File: src/rtl/apb_pkg.sv
// Shared types and constants for the APB master and its peripherals.
package apb_pkg;

  typedef enum logic [1:0] {
    ST_IDLE   = 2'd0,
    ST_SETUP  = 2'd1,
    ST_ACCESS = 2'd2,
    ST_DONE   = 2'd3
  } apb_state_e;

  localparam int APB_DATA_W = 32;
  // Wide enough to index up to eight slaves.
  localparam int SEL_W      = 3;

  localparam logic [3:0] TX_FIFO_OFS = 4'h8;
  localparam logic [3:0] RX_FIFO_OFS = 4'hC;

  localparam int SLV_UART  = 0;
  localparam int SLV_GPIO  = 1;
  localparam int SLV_TIMER = 2;
  localparam int SLV_AUX   = 3;

endpackage

File: src/rtl/apb_addr_decoder.sv
// Combinational decode of a CPU byte address into an APB slave index.
module apb_addr_decoder
  import apb_pkg::*;
#(
  parameter int          NUM_SLV       = 4,
  parameter logic [31:0] BASE_ADDR     = 32'h1000_0000,
  parameter int          SLV_SIZE_LOG2 = 12
) (
  input  logic [31:0]      addr,
  output logic [SEL_W-1:0] sel_idx,
  output logic             valid
);

  logic [31:0] ofs;
  logic [31:0] idx_full;

  // Addresses below the base wrap to a huge offset, so the base check is still needed.
  always_comb begin
    ofs      = addr - BASE_ADDR;
    idx_full = ofs >> SLV_SIZE_LOG2;
    valid    = (addr >= BASE_ADDR) && (idx_full < 32'(NUM_SLV));
    sel_idx  = idx_full[SEL_W-1:0];
  end

endmodule

File: src/rtl/apb_master.sv
// CPU simple-bus to APB bridge with decode-error and PREADY-timeout protection.
//   state  | meaning
//   IDLE   | waiting for req; captures address/data/direction
//   SETUP  | PSEL raised, PENABLE low, one cycle
//   ACCESS | PSEL+PENABLE, waiting for PREADY or timeout
//   DONE   | one-cycle ready pulse with rdata/err
module apb_master
  import apb_pkg::*;
#(
  parameter int          NUM_SLV       = 4,
  parameter logic [31:0] BASE_ADDR     = 32'h1000_0000,
  parameter int          SLV_SIZE_LOG2 = 12,
  parameter int          TIMEOUT       = 16
) (
  input  logic                    PCLK,
  input  logic                    PRESET,
  input  logic                    req,
  input  logic [31:0]             addr,
  input  logic [31:0]             wdata,
  input  logic                    we,
  output logic [31:0]             rdata,
  output logic                    ready,
  output logic                    err,
  output logic [31:0]             PADDR,
  output logic [31:0]             PWDATA,
  output logic                    PWRITE,
  output logic                    PENABLE,
  output logic [NUM_SLV-1:0]      PSEL,
  input  logic [NUM_SLV*32-1:0]   PRDATA,
  input  logic [NUM_SLV-1:0]      PREADY
);

  localparam int CNT_W = (TIMEOUT > 2) ? $clog2(TIMEOUT) : 1;

  apb_state_e              state;
  logic [CNT_W-1:0]        cnt;
  logic [SEL_W-1:0]        dec_idx;
  logic                    dec_valid;
  logic [NUM_SLV-1:0]      dec_oh;
  logic [APB_DATA_W-1:0]   prdata_sel;
  logic                    slv_ready;

  apb_addr_decoder #(
    .NUM_SLV      (NUM_SLV),
    .BASE_ADDR    (BASE_ADDR),
    .SLV_SIZE_LOG2(SLV_SIZE_LOG2)
  ) u_dec (
    .addr   (addr),
    .sel_idx(dec_idx),
    .valid  (dec_valid)
  );

  // PSEL is the registered one-hot select, so it doubles as the mux control.
  always_comb begin
    dec_oh     = '0;
    prdata_sel = '0;
    for (int i = 0; i < NUM_SLV; i++) begin
      dec_oh[i] = (dec_idx == SEL_W'(i));
      if (PSEL[i]) prdata_sel = PRDATA[i*APB_DATA_W +: APB_DATA_W];
    end
    slv_ready = |(PREADY & PSEL);
  end

  always_ff @(posedge PCLK) begin
    if (PRESET) begin
      state   <= ST_IDLE;
      cnt     <= '0;
      rdata   <= '0;
      ready   <= 1'b0;
      err     <= 1'b0;
      PADDR   <= '0;
      PWDATA  <= '0;
      PWRITE  <= 1'b0;
      PENABLE <= 1'b0;
      PSEL    <= '0;
    end else begin
      case (state)
        ST_IDLE: begin
          if (req) begin
            PADDR  <= addr;
            PWDATA <= wdata;
            PWRITE <= we;
            if (dec_valid) begin
              PSEL  <= dec_oh;
              state <= ST_SETUP;
            end else begin
              ready <= 1'b1;
              err   <= 1'b1;
              rdata <= '0;
              state <= ST_DONE;
            end
          end
        end
        ST_SETUP: begin
          PENABLE <= 1'b1;
          state   <= ST_ACCESS;
        end
        ST_ACCESS: begin
          cnt <= cnt + 1'b1;
          if (slv_ready) begin
            PSEL    <= '0;
            PENABLE <= 1'b0;
            ready   <= 1'b1;
            err     <= 1'b0;
            rdata   <= PWRITE ? '0 : prdata_sel;
            state   <= ST_DONE;
          end else if (cnt == CNT_W'(TIMEOUT-1)) begin
            PSEL    <= '0;
            PENABLE <= 1'b0;
            ready   <= 1'b1;
            err     <= 1'b1;
            rdata   <= '0;
            state   <= ST_DONE;
          end
        end
        ST_DONE: begin
          ready <= 1'b0;
          err   <= 1'b0;
          rdata <= '0;
          cnt   <= '0;
          state <= ST_IDLE;
        end
        default: state <= ST_IDLE;
      endcase
    end
  end

endmodule

File: config.mk
export PLATFORM = sky130hd
export DESIGN_NAME = apb_master
export DESIGN_NICKNAME = d
export VERILOG_FILES = /design/src/rtl/apb_pkg.sv /design/src/rtl/apb_addr_decoder.sv /design/src/rtl/apb_master.sv
export SDC_FILE = /design/constraint.sdc
export NUM_CORES = 1
export LEC_CHECK = 0
export ABC_AREA = 1
export BUFFER_PORTS_ARGS = -buffer_cell sky130_fd_sc_hd__buf_2
export CAP_MARGIN = 20
export CORE_AREA = 2 2 120 122
export CTS_CLUSTER_DIAMETER = 150
export DETAILED_ROUTE_END_ITERATION = 8
export DIE_AREA = 0 0 122 124
export PLACE_DENSITY = 0.82
export SLEW_MARGIN = 20
export SYNTH_ARGS = -nofsm -noshare
export SYNTH_HDL_FRONTEND = slang
export SYNTH_SLANG_ARGS = --single-unit
File: constraint.sdc
create_clock -name PCLK -period 4.2 [get_ports PCLK]
set_input_delay 0.84 -clock PCLK [delete_from_list [all_inputs] [get_ports PCLK]]
set_output_delay 0.84 -clock PCLK [all_outputs]
set_load 0.05 [all_outputs]
# After elaboration in Yosys (flattened, before gate mapping)
# Index checks and enable logic that the tools add are counted.
# word_totals
reg_bits	110
inputBits	200
out_inout_bits	104
# op_classes
n_addsub	2
magnitude_cmp	2
eq_ne	11
muxes	31
n_bitwise	1
reduce_logical	13
# op_table
cell	n
two-way mux 32 bit	9
case mux 32 bit (3 select lines)	1
>= comparator 32 x 29 -> 1 bit, second input constant	1
subtractor 32 x 29 -> 32 bit, second input constant	1
less-than comparator 20 x 3 -> 1 bit, second input constant	1
two-way mux 4 bit	4
case mux 4 bit (2 select lines)	2
two-way mux 2 bit	4
case mux 2 bit (4 select lines)	1
AND reduction 4 bit	2
two-way mux 1 bit	7
equality test 3 x 2 -> 1 bit, second input constant	2
!= test 2 bit, second input constant	3
case mux 1 bit (3 select lines)	2
AND reduction 2 bit	3
nonzero test 2 bit	3
adder 4 x 1 -> 4 bit, second input constant	1
bitwise AND 4 bit	1
equality test 2 bit, second input constant	2
equality test 4 bit, second input constant	1
OR reduction 4 bit	1
equality test 3 x 1 -> 1 bit, second input constant	1
logical NOT 3 bit	1
!= test 3 bit, second input constant	1
5 further kinds	5

# Logic depth before layout (Yosys ltp)
# Gate-level depths: netlist of the first run.
# logic_depth
ltp_word	7
mapped_depth	11
ltp_nobuf	9

# By module
# From an unflattened synthesis of the first run, not the netlist that was laid out.
# unflattened
hier_cells	874
area_unflattened_um2	5714.2
# modules_own_cells
module	n_inst	cells_per_inst	area_per_inst_um2
apb_master	1	851	5605.4
apb_addr_decoder	1	23	108.9

# Worst setup path before layout of the first run
# No wires, ideal clock.
# synth_timing
path_type	input to register
start	in addr[26]
end	reg err
t_arrival_ps	1776
t_required_ps	4086
path_slack_ps	2310
stages	8
path_buffers	1
path_cell_list	or2_0 > nor2_2 > nand4_4 > inv_2 > nor2_4 > buf_4 > nor2_1 > nor2_1
# synth_between
elab_chain_cells	5
# synth_lines
element	line_no	source
from (decl)	apb_master.sv:18	input logic [31:0] addr,
subtractor 32 x 29 -> 32 bit	apb_addr_decoder.sv:19	ofs = addr - BASE_ADDR;
less-than comparator 20 x 3 -> 1 bit	apb_addr_decoder.sv:21	valid = (addr >= BASE_ADDR) && (idx_full < 32'(NUM_SLV));
logical AND 1 bit (*)	apb_addr_decoder.sv:21	
!= test 2 bit (no line) (*)	n/a	
AND reduction 4 bit (no line) (*)	n/a	
to (signal assigned)	apb_master.sv:70	err <= 1'b0;
to (signal assigned)	apb_master.sv:88	err <= 1'b1;
to (signal assigned)	apb_master.sv:104	err <= 1'b0;
to (decl)	apb_master.sv:23	output logic err,
# Every way passes the cells marked *; elsewhere a longest branch is shown, timed or not.
# A chain may end at the register's enable or synchronous reset.

# Final worst setup path of the first run
# layout_timing
start	reg state[1]
end	reg PADDR[31]
# layout_between
elab_chain_cells	2
# layout_lines
element	line_no	source
from (decl)	apb_master.sv:35	apb_state_e state;
from (signal assigned)	apb_master.sv:66	state <= ST_IDLE;
from (signal assigned)	apb_master.sv:85	state <= ST_SETUP;
from (signal assigned)	apb_master.sv:90	state <= ST_DONE;
logical NOT 2 bit	apb_master.sv:77	case (state)
AND reduction 2 bit (no line)	n/a	
to (signal assigned)	apb_master.sv:80	PADDR <= addr;
to (decl)	apb_master.sv:24	output logic [31:0] PADDR,
# Every way passes these cells.

==> impl_metrics.yaml, run 1 <==
die:
  fp-row-count: 43
  start_util_pct: 41.7
  die_h_um: 124
  core_um2: 13700
  io_pins: 304
  die_x_um: 122
  die_area_um2: 15100
min_path:
  hold_class: "flop to flop"
  min_path_cells: 2
critical_path:
  crit_required_ns: 4.41
  critPathLaunchType: "flop"
  endpoint_kind: "flop"
  crit_arrival_ns: 2.95
  worstSetupPathType: "flop to flop"
  rr_worst_depth: 7
  crit_fanout: 70
synthesis:
  syn-num-nets: 1119
  synth-seq-cells: 110
  ys_seq_area_share_pct: 38.5
  yosysWarnings: 0
  synth_edf_count: 0
  synth.area.top_cells: "dfxtp_1, nand2_1, nor2_1"
  synth_flop_cell: "dfxtp_1"
  yosys.area.top_type: "dfxtp_1"
  synth_cells: 913
  synthTopCellsByCount: "nand2_1, nor2_1, dfxtp_1"
  ys_types: 29
  avgSynthCellArea_um2: 6.26
  syn_area_um2: 5720
  synth_most_common_cell: "nand2_1"
  synth_top_area_share_pct: 38.5
  async_flop_share_pct: 0
timing:
  worst_pin_slew_ns: 1.06
  rsz0062_at_grt: "false"
  report.final.slew_viol_count: 0
  fmax_mhz: 365
  skew_ns: 0.00885
  hold_violations: 0
  whs_ns: 0.463
  finalCritPeriodShare_pct: 65.2
  setup_ws_ns: 1.46
  period_needed_ns: 2.74
  max_slew_margin_pct: 29.4
  setup_viol: 0
  fin_tns_setup_ns: 0
clock_network:
  cts.sinks: 110
  clock_latency_ns: 0.35
  clk_root_buffer_cell: "clkbuf_16"
  post_cts_buffers: 0
  cts_buffers: 9
  cts_max_path_buffers: 2
  clk_transition_reported_paths_ns: 0.08
  hold_buffers: 0
  cts_tree: "yes"
  cts-htree-levels: 3
  cts_resized: 0
routing:
  drt-initial-drc-count: 385
  wl_per_cell_um: 13.5
  firstDrtPassIters: 8
  drcViolationCount: 0
  vias_per_cell: 4.83
  wl_um: 18400
  drtAntennaViolNets: 0
  num_vias: 6569
grt:
  met2_usage_pct: 42.9
  overflow: 0
  grt_pass1_vias: 5869
  grt.met1_usage_pct: 26.0
  antenna_found_initial: 2
  met3_usage_pct: 4.81
  grt_max_degree: 71
  grt-busiest-layer: "met2"
  grt_first_pass_wirelength_um: 27500
  grt.total_usage_pct: 23.2
layout:
  drive_gt1_share_pct: 29.4
  stdcell_count: 1360
  design_area_um2: 7540
  nets: 1380
  fillerInstances: 1391
  area_growth_pct: 31.9
  final_core_util_pct: 55.0
pwr:
  combPwrFrac_pct: 57.8
  p_per_area_nw_per_um2: 776
  p_sw_share_pct: 53.7
  power.total_mw: 5.85
  max-vdd-ir-drop_uv: 376
  power.internal_mw: 2.71
  power.switching_mw: 3.15
  seqPwrFrac_pct: 27.5
  p_leak_nw: 4.17
  pwr-share-clk_pct: 14.7
outcome:
  status: "finished, final reports clean"
place:
  io_buffers: 303
  pre_cts_slack_ns: 1.46
  hpwl_um: 13500
  place_congestion: 0.865
  numPlacedInstances: 1343
  place_area_um2: 7240
job:
  cap_violations: 0
## power groups by stage
stage / clock [mW] / combinational, mW / sequential (mW)
3_5_place_dp: 0 / 3.40 / 1.63
3_3_place_gp: 0 / 3.36 / 1.62
5_1_grt: 0.926 / 3.70 / 1.65
4_1_cts: 0.889 / 3.41 / 1.61
2_1_floorplan: 0 / 1.58 / 2.72
6_report: 0.863 / 3.38 / 1.61
## worst max-delay path, cell delays in order, from the launching register on
cell and delay (ns):
dfxtp_1 0.38, inv_1 0.09, ha_1 0.26, nand2_2 0.08
buf_4 0.44, clkinv_2 0.84, o21ai_0 0.43, a21oi_1 0.06
## final timing paths
check / end / slack [ns] / startpoint
worst min-delay path: PENABLE / 0.46 / PENABLE
worst max register to register: PADDR[31] / 1.46 / state[1]
worst min register to register: PENABLE / 0.46 / PENABLE
worst max-delay path: PADDR[31] / 1.46 / state[1]
## layer usage
layer,vias to the layer above,part of all wire [%]
li1,3386,-
met1,2863,40
met2,281,49
met3,37,7.9
met4,2,2.5
met5,-,0.071
## flip-flops by register name, summed over array words and instances (netlist names)
signal	cells
PSEL	4
PWRITE	1
PWDATA	32
PENABLE	1
ready	1
rdata	32
cnt	4
state	2
PADDR	32
err	1
## cell usage in the layout, fill, tap and decap left out, types with 2 or more instances in the layout
cell	count
nor2_1	207
buf_4	8
o21ai_0	68
ha_1	6
nand3_1	104
nor3b_1	2
o211ai_1	4
nand2_1	212
nand2_2	3
a21oi_1	47
or2_2	2
inv_1	68
nor2_4	3
inv_2	4
clkbuf_16	9
dfxtp_1	109
nor2_2	2
inv_6	3
buf_2	303
## cell type report
| class | instances | area (µm²) | share of cell area [%] |
|---|---|---|---|
| multi-input cells | 669 | 2960 | 39.2 |
| flip-flops and latches | 110 | 2200 | 29.2 |
| clock inverters | 6 | 61.3 | 0.813 |
| well taps | 180 | 225 | 2.99 |
| clock buffers | 10 | 239 | 3.17 |
| repair buffers | 311 | 1580 | 20.9 |
| diodes | 1 | 2.50 | 0.0332 |
| inverters | 73 | 275 | 3.65 |
## kinds of logic after synthesis
logic type | after synthesis | share of synthesized area [%]
AO/OA/AOI/OAI | 120 | 10.7
adder cells (fa/ha/maj) | 6 | 1.31
buffers and inverters | 134 | 9.82
flip-flops | 110 | 38.5
AND/OR/NAND/NOR | 543 | 39.7
Power figures use the tool's default switching activity.
==> run 2: changes to the inputs <==
clock period = 2.67 ns   (was 4.2 ns; I/O delays follow)
==> run 2 against run 1 <==
Compared with the run above: die area unchanged; critical path depth down 5; worst hold slack worse by 0.098 ns; flip-flop and latch count is the same; clock power rose by 55%; largest cell class unchanged.
==> impl_metrics.yaml, run 2 (synthesis results as in run 1) <==
outcome:
  status: "finished, final reports clean"
job:
  cap_violations: 0
critical_path:
  endpoint_kind: "output pin"
  worstSetupPathType: "flop to output pin"
  crit_required_ns: 2.14
  crit_arrival_ns: 1.76
  r2r_setup_slack_ns: 0.50
  r2r-start: "state[0]"
  rr_worst_depth: 10
  crit_fanout: 56
  reg2reg_to: "rdata[2]"
  critPathLaunchType: "flop"
clock_network:
  clock_latency_ns: 0.35
  hold_buffers: 0
  post_cts_buffers: 0
  cts_tree: "yes"
  clk_transition_reported_paths_ns: 0.07
  cts_resized: 0
  cts.sinks: 110
  cts_max_path_buffers: 2
  clk_root_buffer_cell: "clkbuf_16"
  cts_buffers: 9
  cts-htree-levels: 3
timing:
  fmax_mhz: 436
  report.final.slew_viol_count: 0
  setup_ws_ns: 0.376
  hold_violations: 0
  rsz0062_at_grt: "false"
  period_needed_ns: 2.29
  max_slew_margin_pct: 40.5
  fin_tns_setup_ns: 0
  finalCritPeriodShare_pct: 85.9
  worst_pin_slew_ns: 0.891
  skew_ns: 0.00848
  setup_viol: 0
grt:
  antenna_found_initial: 3
  grt_first_pass_wirelength_um: 29100
  grt_max_degree: 80
  grt.total_usage_pct: 24.5
  grt_pass1_vias: 6156
  overflow: 0
layout:
  mostFrequentLayoutCells: "buf_2, nand2_1, nor2_1"
  reg_top3: "PADDR (32), PWDATA (32), rdata (32)"
  mostFrequentLayoutCell: "buf_2"
  area_growth_pct: 32.4
  final_core_util_pct: 55.2
  nets: 1384
  drive_gt1_share_pct: 29.7
routing:
  wl_um: 19100
  drt-initial-drc-count: 349
  wl_per_cell_um: 14.0
  drtAntennaViolNets: 0
  vias_per_cell: 4.87
  num_vias: 6645
  firstDrtPassIters: 5
  drcViolationCount: 0
min_path:
  worst_hold_path.endpoint: "PENABLE"
  hold_class: "input port to flop"
  min_path_cells: 2
  hp-start: "PRESET"
die:
  start_util_pct: 41.7
  die_area_um2: 15100
  die_x_um: 122
  core_um2: 13700
  die_h_um: 124
  fp-row-count: 43
  io_pins: 304
place:
  place_congestion: 0.848
  pre_cts_slack_ns: 0.471
  hpwl_um: 13800
  io_buffers: 303
pwr:
  p_leak_nw: 4.20
  p_per_area_nw_per_um2: 1220
  max-vdd-ir-drop_uv: 673
## run 2: changes by cell type in the layout (fill, tap and decap cells not counted), sizes merged
| cell | change |
|---|---|
| buf | +4 |
| clkinv | +1 |
| clkinvlp | -1 |
## run 2: metrics by stage
step	instances	power (mW)	hold WS [ns]	cell area [µm²]
4_1_cts	1363	9.31	0.359	7570
6_report	1364	9.26	0.365	7570
3_3_place_gp	1347	7.89	0.446	7280
3_5_place_dp	1347	7.96	0.456	7280
5_1_grt	1364	9.96	0.375	7570
2_1_floorplan	913	6.76	0.493	5720
## run 2: critical path, stage by stage (launching register included)
cell	delay, ns
dfxtp_2	0.50
buf_4	0.53
buf_2	0.37
## run 2: where the power goes
part | switching [mW] | internal (mW)
Sequential | 0.319 | 2.20
Combinational | 4.01 | 1.39
Clock | 0.659 | 0.678
Total | 4.99 | 4.27
## run 2: layout make-up
cell class,count,area [µm²]
Antenna cell,1,2.50
Clock buffer,10,239
Clock inverter,6,53.8
Fill cell,1367,6140
Inverter,73,274
Multi-Input combinational cell,669,2960
Sequential cell,110,2200
Tap cell,180,225
Timing Repair Buffer,315,1620
## run 2: metal layers
metal | GRT usage [%] | part of all wire [%]
met1 | 26.3 | 39
met2 | 44.9 | 49
met3 | 6.27 | 9.0
met4 | 11.3 | 2.9
met5 | 0 | 0.14
## run 2: how the worst max path moves through the flow
stage / startpoint / to / depth (start not counted)
6_report: PSEL[3] / PSEL[3] / 2
5_1_grt: state[0] / rdata[5] / 10
4_1_cts: PSEL[3] / PSEL[3] / 2
3_5_place_dp: state[0] / rdata[26] / 10
2_1_floorplan: PSEL[0] / rdata[0] / 11
3_3_place_gp: state[0] / rdata[13] / 10
==> run 3: changes to the inputs <==
CTS_BUF_LIST = sky130_fd_sc_hd__clkbuf_8   (was not set)
==> run 3 against run 2 <==
Compared with the run above: utilization is 0.74 points lower; sequential power barely moved; routed wire length hardly changed; critical path depth is the same; maximum frequency decreased by 0.95%; clock-buffer cell count stayed put; clock skew rose by 0.00074 ns; first-iteration DRC count grew 5.7%; sequential share of layout area is 0.39 points higher; largest cell class unchanged.
==> impl_metrics.yaml, run 3 (synthesis results as in run 1) <==
layout:
  design_area_um2: 7470
  mostFrequentLayoutCell: "buf_2"
  nets: 1384
  reg_top3: "PADDR (32), PWDATA (32), rdata (32)"
  stdcell_count: 1364
  final_core_util_pct: 54.5
  mostFrequentLayoutCells: "buf_2, nand2_1, nor2_1"
  area_growth_pct: 30.7
  drive_gt1_share_pct: 29.7
clock_network:
  hold_buffers: 0
  clk_transition_reported_paths_ns: 0.11
  clk_root_buffer_cell: "clkbuf_8"
  post_cts_buffers: 0
  cts_buffers: 9
  cts_max_path_buffers: 2
  cts.sinks: 110
  cts_resized: 0
  cts-htree-levels: 3
  clock_latency_ns: 0.38
  cts_tree: "yes"
timing:
  hold_violations: 0
  setup_viol: 0
  worst_pin_slew_ns: 0.873
  report.final.slew_viol_count: 0
  finalCritPeriodShare_pct: 86.7
  whs_ns: 0.338
  skew_ns: 0.00923
  fmax_mhz: 432
  fin_tns_setup_ns: 0
  setup_ws_ns: 0.354
  rsz0062_at_grt: "false"
  period_needed_ns: 2.32
  max_slew_margin_pct: 41.7
pwr:
  p_per_area_nw_per_um2: 1190
  power.total_mw: 8.92
  max-vdd-ir-drop_uv: 674
  p_leak_nw: 4.15
min_path:
  hold_class: "input port to flop"
grt:
  overflow: 0
  grt.total_usage_pct: 24.4
  grt_first_pass_wirelength_um: 29200
  antenna_found_initial: 3
  grt_max_degree: 80
  grt_pass1_vias: 6148
die:
  die_h_um: 124
  die_x_um: 122
  io_pins: 304
  core_um2: 13700
  fp-row-count: 43
  die_area_um2: 15100
  start_util_pct: 41.7
critical_path:
  critPathLaunchType: "flop"
  critical_path.top_delay_family: "buffers and inverters"
  crit_required_ns: 2.14
  crit_fanout: 56
  worstSetupPathType: "flop to output pin"
  cp_slowest_cell: "buf_4"
  critical_path.cell_chain: "buf_4 -> buf_2"
  slowest_delay_ns: 0.52
  endpoint_kind: "output pin"
  crit_arrival_ns: 1.78
  crit_buf_inv: 2
job:
  cap_violations: 0
routing:
  firstDrtPassIters: 5
  wl_um: 19100
  wl_per_cell_um: 14.0
  drtAntennaViolNets: 0
  drcViolationCount: 0
  num_vias: 6649
  drt-initial-drc-count: 369
  vias_per_cell: 4.87
place:
  numPlacedInstances: 1347
  place_area_um2: 7280
  hpwl_um: 13800
  place_congestion: 0.848
  io_buffers: 303
  pre_cts_slack_ns: 0.471
outcome:
  status: "finished, final reports clean"
run 3: layout make-up:
type / instances / area, µm²
fill: 1377 / 6250
multi-input combinational: 669 / 2960
sequential: 110 / 2200
timing repair buffer: 315 / 1620
inverter: 73 / 274
tap: 180 / 225
clock buffer: 10 / 138
clock inverter: 6 / 53.8
antenna: 1 / 2.50
run 3: metal layers:
metal  share of wire, %  GRT usage [%]
met4                2.8           10.6
met5               0.14              0
met2                 49           44.9
met3                8.8           6.14
met1                 39           26.5
run 3: where the power goes:
| group | switching [mW] | leakage (nW) | internal (mW) | total [mW] |
|---|---|---|---|---|
| clock network | 0.612 | 0.101 | 0.384 | 0.997 |
| logic | 4.01 | 3.14 | 1.39 | 5.41 |
| registers | 0.321 | 0.908 | 2.19 | 2.52 |
run 3: final timing paths:
path | from | cells past startpoint | endpoint | slack, ns
hold reg to reg | PENABLE | 2 | PENABLE | 0.47
setup reg to reg | state[0] | 10 | rdata[7] | 0.50
hold / removal | PRESET | 2 | PENABLE | 0.34
setup / recovery | PSEL[3] | 2 | PSEL[3] | 0.35
run 3: worst register-to-register path, cell delays in order (launching register included):
cell and delay, ns:
dfxtp_1 0.34, inv_1 0.12, ha_1 0.44, inv_1 0.13
or2_1 0.25, nor2_2 0.10, buf_4 0.34, nand3_1 0.13
nand3_1 0.10, nand2_1 0.05, nor2_1 0.11
